===== src/rtl/regfile_wb_scheduler.sv =====
// rtl/regfile_wb_scheduler.sv - writeback arbiter (ALU/LSU) and RAW scoreboard for the register-file write port
// Define RR_ARB_EN for round-robin arbitration; default build gives the LSU fixed priority.
module regfile_wb_scheduler #(
  parameter int XLEN = 32,
  parameter int NREG = 32,
  parameter int AW   = $clog2(NREG)
) (
  input  logic            clk,
  input  logic            rst,
  input  logic            alu_valid,
  input  logic [AW-1:0]   alu_addr,
  input  logic [XLEN-1:0] alu_data,
  output logic            alu_ready,
  input  logic            lsu_valid,
  input  logic [AW-1:0]   lsu_addr,
  input  logic [XLEN-1:0] lsu_data,
  output logic            lsu_ready,
  input  logic            iss_en,
  input  logic [AW-1:0]   iss_rd,
  input  logic [AW-1:0]   rs1,
  input  logic [AW-1:0]   rs2,
  output logic            rs1_busy,
  output logic            rs2_busy,
  output logic            stall,
  output logic            w_en,
  output logic [AW-1:0]   w_addr,
  output logic [XLEN-1:0] w_data
);

  logic            grant_alu;
  logic            grant_lsu;
  logic            grant_any;
  logic [AW-1:0]   win_addr;
  logic [XLEN-1:0] win_data;

  logic            w_en_q,   w_en_d;
  logic [AW-1:0]   w_addr_q, w_addr_d;
  logic [XLEN-1:0] w_data_q, w_data_d;
  logic [NREG-1:0] pending_q, pending_d;

`ifdef RR_ARB_EN
  // 1 when the LSU took the most recent grant; reset leaves the ALU as last winner.
  logic last_lsu_q, last_lsu_d;

  always_comb begin
    grant_alu = 1'b0;
    grant_lsu = 1'b0;
    if (rst) begin
      if (alu_valid && lsu_valid) begin
        grant_lsu = ~last_lsu_q;
        grant_alu = last_lsu_q;
      end else begin
        grant_alu = alu_valid;
        grant_lsu = lsu_valid;
      end
    end
  end

  always_comb begin
    last_lsu_d = last_lsu_q;
    if (grant_lsu) begin
      last_lsu_d = 1'b1;
    end else if (grant_alu) begin
      last_lsu_d = 1'b0;
    end
  end

  always_ff @(posedge clk) begin
    if (!rst) begin
      last_lsu_q <= 1'b0;
    end else begin
      last_lsu_q <= last_lsu_d;
    end
  end
`else
  assign grant_lsu = rst & lsu_valid;
  assign grant_alu = rst & alu_valid & ~lsu_valid;
`endif

  assign grant_any = grant_alu | grant_lsu;
  assign win_addr  = grant_lsu ? lsu_addr : alu_addr;
  assign win_data  = grant_lsu ? lsu_data : alu_data;

  assign alu_ready = grant_alu;
  assign lsu_ready = grant_lsu;

  // A grant to x0 is consumed but leaves the write port idle and its address/data untouched.
  always_comb begin
    w_en_d   = 1'b0;
    w_addr_d = w_addr_q;
    w_data_d = w_data_q;
    if (grant_any && (win_addr != '0)) begin
      w_en_d   = 1'b1;
      w_addr_d = win_addr;
      w_data_d = win_data;
    end
  end

  // Clear before set so an issue to the register being written keeps it pending.
  always_comb begin
    pending_d = pending_q;
    if (grant_any && (win_addr != '0)) begin
      pending_d[win_addr] = 1'b0;
    end
    if (iss_en && (iss_rd != '0)) begin
      pending_d[iss_rd] = 1'b1;
    end
    pending_d[0] = 1'b0;
  end

  always_ff @(posedge clk) begin
    if (!rst) begin
      w_en_q    <= 1'b0;
      w_addr_q  <= '0;
      w_data_q  <= '0;
      pending_q <= '0;
    end else begin
      w_en_q    <= w_en_d;
      w_addr_q  <= w_addr_d;
      w_data_q  <= w_data_d;
      pending_q <= pending_d;
    end
  end

  assign w_en   = w_en_q;
  assign w_addr = w_addr_q;
  assign w_data = w_data_q;

  assign rs1_busy = rst & pending_q[rs1];
  assign rs2_busy = rst & pending_q[rs2];
  assign stall    = rs1_busy | rs2_busy | (alu_valid & ~alu_ready);

endmodule


===== config.mk =====
export PLATFORM = sky130hd
export DESIGN_NAME = regfile_wb_scheduler
export DESIGN_NICKNAME = d
export VERILOG_FILES = /design/src/rtl/regfile_wb_scheduler.sv
export SDC_FILE = /design/constraint.sdc
export NUM_CORES = 1
export LEC_CHECK = 0
export ABC_AREA = 1
export CAP_MARGIN = 20
export CORE_ASPECT_RATIO = 0.5
export CORE_UTILIZATION = 42
export DETAILED_ROUTE_END_ITERATION = 16
export HOLD_SLACK_MARGIN = 0.08
export PLACE_DENSITY = 0.74
export SLEW_MARGIN = 10
export SYNTH_ARGS = -nofsm -noshare
export SYNTH_HDL_FRONTEND = slang
export SYNTH_SLANG_ARGS = --single-unit

===== constraint.sdc =====
create_clock -name clk -period 3.2 [get_ports clk]
set_input_delay 0.48 -clock clk [delete_from_list [all_inputs] [get_ports clk]]
set_output_delay 0.48 -clock clk [all_outputs]
set_load 0.01 [all_outputs]

# [Yosys cells after proc, flatten, opt, wreduce, memory -nomap -nowiden]
# Index checks and enable logic that the tools add are counted.
[word_totals] reg_bits=70 input_bits=94 out_inout_bits=43 elab_cells=44
[op_classes] n_lt_le_gt_ge=6 mux=13 n_bitwise=14 reduce_logical=6
[ops] op="$mux 32" n=3
[ops] op="$and 32x32->32" n=1
[ops] op="$not 32->32" n=1
[ops] op="$or 32x32->32" n=1
[ops] op="$lt 5x6->1 const B" n=4
[ops] op="$bmux 1 s5" n=2
[ops] op="$demux 1 s5" n=2
[ops] op="$ge 5x1->1 const B" n=2
[ops] op="$reduce_bool 5->1" n=2
[ops] op="$and 1x1->1" n=6
[ops] op="$mux 1" n=5
[ops] op="$mux 5" n=1
[ops] op="$logic_and 1x1->1" n=4
[ops] op="$or 1x1->1" n=3
[ops] op="$not 1->1" n=2

# [Longest topological paths before layout]
[depth] ltp_word=11 ltp_mapped=13

# [Least setup slack after synthesis]
# OpenSTA, ideal clock, no wires.
[synth_path] path_kind="input -> output" start="in rs2[0]" end="out stall" arrival_ns=1.613 t_required_ns=2.720 slack_ns=1.107 cell_stages=11 path_buffers=2 path_cell_list="clkbuf_1 > inv_1 > clkbuf_1 > nand2_1 > nand3_1 > nand3_1 > nand2_1 > nand2_1 > nand3_1 > nand3_1 > nand3_1"
[synth_via] elab_chain_cells=5
[synth_lines] element="start, declared" line="21" rtl="input logic [AW-1:0] rs2,"
[synth_lines] element="$bmux 1 s5" line="130" rtl="assign rs2_busy = rst & pending_q[rs2];"
[synth_lines] element="$mux 1 (not written as such)" line="130"
[synth_lines] element="$and 1x1->1" line="130"
[synth_lines] element="$or 1x1->1 (2 in series)" line="131" rtl="assign stall = rs1_busy | rs2_busy | (alu_valid & ~alu_ready);"
[synth_lines] element="end, declared" line="24" rtl="output logic stall,"
# No other way between the ends. The select of a mux whose other input is x is not followed.

# [Worst setup path after layout]
# Ends and elaborated chain as after synthesis.

==> summary.md <==
| Metric | Value |
|---|---|
| CTS root buffer | clkbuf_16 |
| Critical Path Sink Type | primary output |
| CTS Sinks | 69 |
| Sw frac | 27.7% |
| Full die area | 10100 um2 |
| Data required, critical path | 2.72 ns |
| Startpoint types | input pin |
| FMAX | 0.342 GHz |
| Syn-to-layout area delta | 43.8% |
| CTS tree | built |
| Outcome | finished clean |
| DP HPWL | about 9.3 mm |
| DR iter-0 viols | approximately 350 |
| Skew-Pair Late Insertion Delay | 0.33 ns |
| FF-to-FF setup slack | ~2.4 ns |
| H-tree depth | 3 |
| Final GP Congestion | about 0.98 |
| Cell Pwr Density | roughly 430 nW/um2 |
| Setup crit end | stall |
| IO Port Bufs | ~140 |
| Worst Tran Pin Value | 0.927 ns |
| Routed WL per cell | approximately 14 um |
| Setup-failing EPs final | 0 |
| Layout cells sized above 1 | under 10% |
| Final min period | a little under 3 ns |
| WS Path Type | input pin to primary output |
| Crit-path max FO | 10 |
| Sequential cell fraction of total power | 37.3% |
| Clock Skew | 0 ns |
| First-pass GRT wire length | 20.6 mm |
| Post-synthesis cell area | between 4000 and 5000 um2 |
| Num rows | 24 |
| Final Max Tran Viols | 0 |
| Post-synthesis net count | 771 |
| Nets | 900 |
| Logic pwr share | 22.6% |
| DR vias | 4656 |
| CTS resizes | 0 |
| Tot GR Track Use | 26.2% |
| R2R cell count | 3 |
| Syn. warnings | 0 |
| Die Height | just over 70 um |
| Max Buffers Root-to-Sink | 2 |
| I/O Pins | 137 |
| NetSw | 693 uW |
| P_int | 1810 uW |
| R2R Path End | pending_q[31] |
| Drc violations | 0 |
| Fin. Hold Viols | 0 |
| Vias per Instance | 4.95 |
| DRT Wirelength | 13.0 mm |
| Die span in x | 141 um |
| Ant diodes | 0 |
| Reg clk slew, reported paths | 0.06 ns |
| Max-cap violations | 0 |
| Core ar. | approximately 9000 um2 |
| Syn Area/Cell | 5.98 um2 |
| HP Class | flop to flop |
| Crit. Startpoint | rs2[0] |
| Clk pwr share | 40.1% |
| Seq/Total Area, Yosys | 34.1% |
| RR Startpoint | pending_q[31] |
| VDD IR max | 0.000249 V |
| Min-delay src | w_addr[2] |
| Total CTS buffers | 9 |
| Starting Density | 44.8% |
| Static leakage | 0.00248 uW |
| Number of routed nets with antenna violations | 0 |
| Post-Syn Instances | 677 |
| CTS Hold Bufs | 0 |
| Pre-antenna DRT Iters | 5 |
| Final cycle utilization of the critical path | 91.2% |
| Critical Path AT | 2.44 ns |
| RSZ-0062 raised after global routing | false |
| Congestion Overflow GR | 0 |
| Number of synthesized register bits | 69 |
| Vias in the first global route | 4212 |
| Setup TNS Final | 0 ns |
| Pwr Total | approximately 2500 uW |
| Pin count of the biggest net entering global routing | 39 |
| Initial antenna violation count | 0 |
| Post-synth cell types | 23 |
| Slew headroom | 38.0% |
| Fillers | 895 |
| Setup bufs post-CTS | 0 |
## cell families after synthesis
| logic type | synth area share (%) |
|---|---|
| DFF | 34.1 |
| buffers and inverters | 10.5 |
| AOI/OAI and AO/OA | 15.5 |
| and+or+nand+nor | 39.9 |
## layer usage
| metal | track usage, % | vias up | part of all wire, % |
|---|---|---|---|
| met1 | 32.9 | 2059 | 43 |
| met3 | 4.41 | 24 | 8.6 |
| met4 | 6.88 | 0 | 1.7 |
| met2 | 47.3 | 200 | 47 |
| li1 | - | 2373 | - |
| met5 | 0 | - | 0 |
## through the flow
step | setup slack, ns | hold slack, ns | utilization [%] | area [um2] | cells
after floorplan | 1.11 | 0.489 | - | 4050 | 677
after global placement | 0.284 | 0.457 | 61.1 | 5520 | 925
after detailed placement | 0.260 | 0.469 | 61.1 | 5520 | 925
after CTS | 0.278 | 0.478 | 64.4 | 5820 | 941
after global routing | 0.0787 | 0.498 | 64.4 | 5820 | 941
final | 0.280 | 0.476 | 64.4 | 5820 | 941
## how the worst min path moves through the flow
stage / endpoint / slack [ns] / cells past startpoint
6_report: w_addr[2] / 0.48 / 2
2_1_floorplan: w_addr[2] / 0.49 / 2
3_5_place_dp: w_addr[2] / 0.47 / 2
5_1_grt: w_data[17] / 0.50 / 2
4_1_cts: w_addr[2] / 0.48 / 2
3_3_place_gp: w_addr[2] / 0.46 / 2
## critical path: stages
cell	delay (ns)
clkdlybuf4s50_1	0.42
inv_1	0.21
buf_12	0.16
nand2_1	0.06
nand3_1	0.06
nand3_1	0.09
nand2_1	0.09
nand2_1	0.05
nand3_1	0.07
nand3_1	0.10
nand3_1	0.10
clkdlybuf4s50_1	0.53
## cell usage after synthesis
cell type	instances	area, um2
o211ai_1	1	7.51
inv_2	1	3.75
o21ai_0	39	195
nor2_1	89	334
clkinv_1	1	3.75
o21bai_1	31	233
o21ai_2	2	17.5
nor3_1	4	20.0
nand2_2	3	18.8
nand2_1	243	912
nand3_1	59	295
dfxtp_1	69	1380
nor2_4	2	22.5
clkbuf_2	1	5.00
buf_1	2	7.51
clkbuf_1	19	71.3
inv_1	64	240
buf_6	6	67.6
a21oi_1	32	160
o21ai_1	3	15.0
buf_2	4	20.0
nand2_4	1	11.3
buf_4	1	7.51
## cells in the final DEF, fill, tap and decap left out, types with 2 or more instances in the layout
master	n
a21oi_1	32
buf_4	14
clkbuf_16	9
clkdlybuf4s50_1	136
clkinv_4	2
dfxtp_1	69
inv_1	64
nand2_1	243
nand2_2	3
nand3_1	59
nor2_1	89
nor2_4	2
nor3_1	4
o21ai_0	39
o21ai_1	3
o21ai_2	2
o21bai_1	31
## flip-flops by register name, summed over array words and instances, names as in the netlist
| signal | count |
|---|---|
| pending_q | 31 |
| w_addr | 5 |
| w_data | 32 |
| w_en | 1 |
## area by class of cell
type	instances	area, um2	share of cell area, %
Clock buffer	11	243	4.17
Clock inverter	5	60.1	1.03
Inverter	66	248	4.25
Multi-Input combinational cell	509	2240	38.5
Sequential cell	69	1380	23.7
Tap cell	130	163	2.79
Timing Repair Buffer	151	1490	25.5
## power by group through the flow
| stage | Sequential [uW] | Clock (uW) | Combinational, uW |
|---|---|---|---|
| 3_5_place_dp | 951 | 0 | 562 |
| 2_1_floorplan | 970 | 0 | 253 |
| 5_1_grt | 937 | 1050 | 619 |
| 4_1_cts | 932 | 1020 | 565 |
| 3_3_place_gp | 948 | 0 | 558 |
| 6_report | 932 | 1000 | 566 |
(Power assumes the default switching activity.)
